### src/rtl/sisc_seq.sv
// sisc_seq: SISC instruction sequencer owning pc and ir, fetching over a req/ack handshake,
// handing non-branch instructions to the datapath and resolving branches against stat.
module sisc_seq #(
    parameter int             AW       = 16,
    parameter logic [AW-1:0]  RESET_PC = '0
) (
    input  logic          clk,
    input  logic          rst_f,
    output logic          imem_req,
    output logic [AW-1:0] imem_addr,
    input  logic          imem_ack,
    input  logic [31:0]   imem_rdata,
    input  logic [3:0]    stat,
    input  logic          exec_done,
    output logic [31:0]   ir,
    output logic [AW-1:0] pc,
    output logic          exec_start,
    output logic          halted
);
    typedef enum logic [2:0] {IDLE, FETCH, LOAD, EXEC, UPDATE, HALT} state_t;

    state_t     state, state_nxt;
    logic       exec_first;
    logic [3:0] op, m;
    logic       is_branch, taken;

    assign op        = ir[31:28];
    assign m         = ir[27:24] & stat;
    assign is_branch = (op == 4'h2) || (op == 4'h4);
    // BRA takes on any selected flag set, BNE on none set (so BNE with mm=0 always jumps)
    assign taken     = ((op == 4'h2) && (m != 4'h0)) || ((op == 4'h4) && (m == 4'h0));

    always_comb begin
        state_nxt = state;
        case (state)
            IDLE:    state_nxt = FETCH;
            FETCH:   state_nxt = imem_ack ? LOAD : FETCH;
            LOAD:    state_nxt = is_branch ? UPDATE : (op == 4'hF) ? HALT : EXEC;
            EXEC:    state_nxt = exec_done ? UPDATE : EXEC;
            UPDATE:  state_nxt = FETCH;
            HALT:    state_nxt = HALT;
            default: state_nxt = IDLE;
        endcase
    end

    always_ff @(posedge clk or negedge rst_f) begin
        if (!rst_f) begin
            state      <= IDLE;
            exec_first <= 1'b0;
            ir         <= '0;
            pc         <= RESET_PC;
        end else begin
            state      <= state_nxt;
            exec_first <= (state == LOAD);
            if (state == FETCH && imem_ack)
                ir <= imem_rdata;
            if (state == UPDATE)
                pc <= taken ? ir[AW-1:0] : pc + AW'(1);
        end
    end

    assign imem_req   = (state == FETCH);
    assign imem_addr  = pc;
    assign exec_start = (state == EXEC) && exec_first;
    assign halted     = (state == HALT);
endmodule

### config.mk
export PLATFORM = sky130hd
export DESIGN_NAME = sisc_seq
export DESIGN_NICKNAME = d
export VERILOG_FILES = /design/src/rtl/sisc_seq.sv
export SDC_FILE = /design/constraint.sdc
export NUM_CORES = 1
export LEC_CHECK = 0
export CORE_AREA = 2 2 91 71
export DETAILED_ROUTE_END_ITERATION = 10
export DIE_AREA = 0 0 93 73
export HOLD_SLACK_MARGIN = 0.06
export PLACE_DENSITY = 0.91
export SLEW_MARGIN = 20
export SYNTH_ARGS = -nofsm -noshare
export SYNTH_HDL_FRONTEND = slang
export SYNTH_SLANG_ARGS = --single-unit
export TNS_END_PERCENT = 1
### constraint.sdc
create_clock -name clk -period 3.57 [get_ports clk]
set_clock_uncertainty 0.15 [all_clocks]
set_input_delay 0.8925 -clock clk [delete_from_list [all_inputs] [get_ports clk]]
set_output_delay 0.8925 -clock clk [all_outputs]
set_load 0.05 [all_outputs]
# --- Word level (Yosys, flattened, before mapping) ---
# Cells that the tools add are included.
# W data, S select, Z words.
word_totals:
  word_cells: 30
  in_bits: 40
  regBits: 52
op_classes:
  n_mux: 6
  reduce_logical: 10
  n_bitwise: 1
  addsub: 1
  eq_ne: 8
ops:
  columns: ["operator", "count"]
  rows:
  - ["$add A16 B1 Y16 const B", 1]
  - ["$mux W16", 1]
  - ["$pmux W3 S5", 1]
  - ["$mux W3", 3]
  - ["$eq A3 B2 Y1 const B", 2]
  - ["$eq A3 B3 Y1 const B", 2]
  - ["$and A4 B4 Y4", 1]
  - ["$eq A4 B2 Y1 const B", 1]
  - ["$eq A4 B3 Y1 const B", 1]
  - ["$eq A4 B4 Y1 const B", 1]
  - ["$logic_and A1 B1 Y1", 4]
  - ["$logic_not A4 Y1", 1]
  - ["$reduce_bool A4 Y1", 1]
  - ["$eq A3 B1 Y1 const B", 1]
  - ["$logic_not A3 Y1", 1]
  - ["$logic_or A1 B1 Y1", 2]
  - ["$mux W2", 1]
  - ["$reduce_or A2 Y1", 1]

# --- Longest topological paths before layout ---
# Gate-level depths: netlist (run 1).
depth:
  ltp_word: 5
  depth_mapped: 7

# --- Worst setup path after synthesis (run 1) ---
# OpenSTA, ideal clock, no wires.
synth_path:
  path_type: "reg2reg"
  startpoint: "reg ir[29]"
  endpoint: "reg pc[11], in the netlist imem_addr[11]"
  synth_period_minus_slack_ns: 2.471
  stages_incl_launch_ff: 7
  setup_time_ns: 0.126
  slack_ns: 1.099
  t_arrival_ns: 2.194
  cell_sequence: "dfrtp_1 or4b_1 or3_1 nand2_1 buf_4 a21oi_1 a311o_1"
synth_between:
  elab_chain_len: 4
  elab_cells_between_ends: 6
  classes_between: "eq/ne (2); mux (1); reduce/logical (3)"
synth_lines:
  columns: ["element", "line_no", "rtl"]
  rows:
  - ["start, declared", "15", "output logic [31:0] ir,"]
  - ["start signal, assigned", "56", "ir <= imem_rdata;"]
  - ["$eq A4 B2 Y1 / $eq A4 B3 Y1 (equally long branches)", "31", "assign taken = ((op == 4'h2) && (m != 4'h0)) || ((op == 4'h4) && (m == 4'h0));"]
  - ["$logic_and A1 B1 Y1", "31", null]
  - ["$logic_or A1 B1 Y1 (*)", "31", null]
  - ["$mux W16 (*)", "58", "pc <= taken ? ir[AW-1:0] : pc + AW'(1);"]
  - ["end signal, assigned", "58", null]
  - ["end, declared", "16", "output logic [AW-1:0] pc,"]
# Every way passes the cells marked *; elsewhere a longest branch is shown, timed or not.
# A chain may end at the register's enable or synchronous reset.

# --- Worst setup path after layout (run 1) ---
layout_path:
  startpoint: "reg state[1]"
  endpoint: "out halted"
layout_between:
  elab_chain_len: 1
layout_lines:
  columns: ["element", "line_no", "rtl"]
  rows:
  - ["start, declared", "22", "state_t state, state_nxt;"]
  - ["start signal, assigned", "53", "state <= state_nxt;"]
  - ["$eq A3 B3 Y1", "65", "assign halted = (state == HALT);"]
  - ["end, declared", "18", "output logic halted"]
# Every way passes these cells.

==> qor.yml, run 1 <==
timing:
  fmax_ghz: 0.324
  slew_violations: 0
  hold_viol: 0
  rsz0062_at_grt: "no"
  fin_crit_sh_pct: 86.4
  slew_headroom_pct: 38.3
  final.min_clock_period_ns: 3.08
  worst_slack_ns: 0.486
  worst_pin_slew_ns: 0.923
  finalSetupViolations: 0
  tns_ns: 0
cts:
  cts_buffers: 5
  path_clk_slew_ns: 0.09
  htreeDepth: 2
  cts_buffer_depth: 2
  root_buffer: "clkbuf_8"
  cts_tree: "yes"
  cts.sink_count: 52
  clock_latency_ns: 0.30
  holdBufCountCts: 0
  postCtsSetupBuffers: 0
  cts.repair.resized: 0
placement:
  portBuffers: 106
  place_ws_ns: 0.542
  place.gp.congestion: 0.773
  dp_hpwl_um: 4610
  dp_cells: 403
die:
  die_w_um: 93
  die_h_um: 73
  start_util_pct: 43.7
  die-area_um2: 6790
  fp-row-count: 25
  coreArea_um2: 6010
  io_pins: 107
global_route:
  grt_pass1_wl_um: 10000
  grt_overflow: 0
  grt_pass1_vias: 2079
  antenna_found_initial: 0
  grt_util_all_layers_pct: 18.7
  grt_max_degree: 35
synth:
  synth_edf_count: 0
  ys_async_sr_fraction_pct: 100
  ys_ff_latch: 52
  syn_area_per_cell_um2: 11.0
  yosysWarnings: 0
  yosys_most_used_dff: "dfrtp_1"
  syn_area_um2: 2620
  synth.net_count: 280
  syn_inst: 239
  yosysSeqAreaShare_pct: 49.6
  yosys.cell_types.count: 41
drt:
  dr_total_vias: 2167
  drt_wl_total_um: 6270
  postRouteAntennaNets: 0
  wl_per_cell_um: 15.3
  drc: 0
  first_iter_violations: 144
  drt_pass1_iterations: 4
  routed_via_density: 5.27
final_layout:
  syn2layout_area_growth_pct: 43.5
  final_net_count: 370
  drive_gt1_share_pct: 11.2
  nFillCells: 489
  fin_cells: 411
  final_util_pct: 62.6
  diodes: 0
critical_path:
  rrSetupSlack_ns: 1.09
  worst-path-buf-inv: 1
  cp-end-kind: "output pin"
  crit_family: "buffers and inverters"
  crit_arrival_ns: 2.04
  required_ns: 2.53
  path_max_fanout: 8
  critical_path_class: "flop to output pin"
  cp_slowest_cell: "clkdlybuf4s50_1"
  crit_path_cell_trace: "nand2b_1 -> nor2_1 -> clkdlybuf4s50_1"
  start_kind: "flop"
  max_stage_delay_ns: 0.82
worst_hold_path:
  hp-class: "flop to flop"
job:
  max_cap_violations: 0
run_status:
  status: "completed"
==> worst reg2reg max path: stages (launching register included) <==
cell and delay (ns):
dfrtp_1 0.49, or3b_1 0.54, or4_4 0.60, o21ai_1 0.16
a21oi_1 0.07, a311o_1 0.36
==> layout by cell type, fill, tap and decap left out, types with 2 or more instances in the layout <==
master,count
clkdlybuf4s50_1,105
dfrtp_1,52
mux2_2,20
nand2_1,17
mux2i_1,12
mux2_1,12
nand3_1,10
o21ai_0,10
inv_1,10
a22oi_1,9
a21oi_1,8
and3_1,6
o21ai_1,5
clkbuf_8,5
nor2_1,4
nor4_1,4
nand4_1,3
nor3_1,3
and2_1,3
buf_4,3
or3_1,2
a22o_1,2
a311o_1,2
==> layout make-up <==
cell class	instances	area, um2	area share (%)
tap	81	101	2.69
timing repair buffer	110	1100	29.2
inverter	11	41.3	1.10
sequential	52	1300	34.6
multi-input combinational	149	1110	29.5
clock inverter	3	42.5	1.13
clock buffer	5	68.8	1.83
==> metrics by stage <==
stage / instance area (um2) / hold WS (ns)
floorplan: 2620 / 0.382
global placement: 3650 / 0.317
detailed placement: 3650 / 0.327
CTS: 3760 / 0.352
global route: 3760 / 0.366
finish: 3760 / 0.344
==> cell families after synthesis <==
logic type      count (synthesis)  share of synthesized area (%)
simple gates                   61                           12.8
flops                          52                           49.6
mux                            44                           18.3
compound gates                 42                           10.1
buf+inv                        38                           8.40
xor+xnor                        1                          0.334
fa+ha+maj                       1                          0.477
==> synthesized netlist by cell type (2+ instances only) <==
cell,n,share of area (%)
mux2_2,20,8.6
a22oi_1,9,2.6
nor4_1,4,0.95
nand4_1,3,0.72
nor2_1,5,0.72
mux2_1,12,5.2
a22o_1,2,0.67
a21oi_1,8,1.5
o21ai_1,5,0.95
inv_1,10,1.4
nor3_1,3,0.57
nand3_1,10,1.9
buf_4,18,5.2
mux2i_1,12,4.6
and3_1,6,1.4
or3_1,2,0.48
nand2_1,17,2.4
dfrtp_1,52,50
and2_1,3,0.72
clkbuf_1,6,0.86
buf_2,2,0.38
o21ai_0,10,1.9
a311o_1,2,0.76
==> registers in the layout, indices dropped and copies added (netlist names) <==
signal      count
imem_addr      16
state           3
exec_first      1
ir             32
==> worst paths after layout <==
| check | cells after the start | startpoint | end |
|---|---|---|---|
| max | 3 | state[1] | halted |
| min in group asynchronous | 1 | rst_f | ir[3] |
| max in group asynchronous | 2 | rst_f | imem_addr[12] |
| max reg2reg | 5 | state[1] | imem_addr[13] |
| min reg2reg | 1 | ir[20] | ir[20] |
| min | 1 | ir[20] | ir[20] |
==> metal layers <==
layer | global-route usage, % | part of all wire, %
met5 | 0 | 0
met4 | 5.39 | 1.1
met3 | 5.58 | 8.9
met2 | 31.5 | 46
met1 | 23.8 | 44
Power of run 1 is not shown: default switching activity piles up to over one toggle a cycle in this logic, so the estimate is an artifact.
==> run 2, diff against run 1 <==
Settings changed: CTS_CLUSTER_DIAMETER set to 120.
==> results of run 2 <==
Same layout as run 1: the final DEF is identical, and so are final timing and power.
Power of run 2 is left out for the same reason.
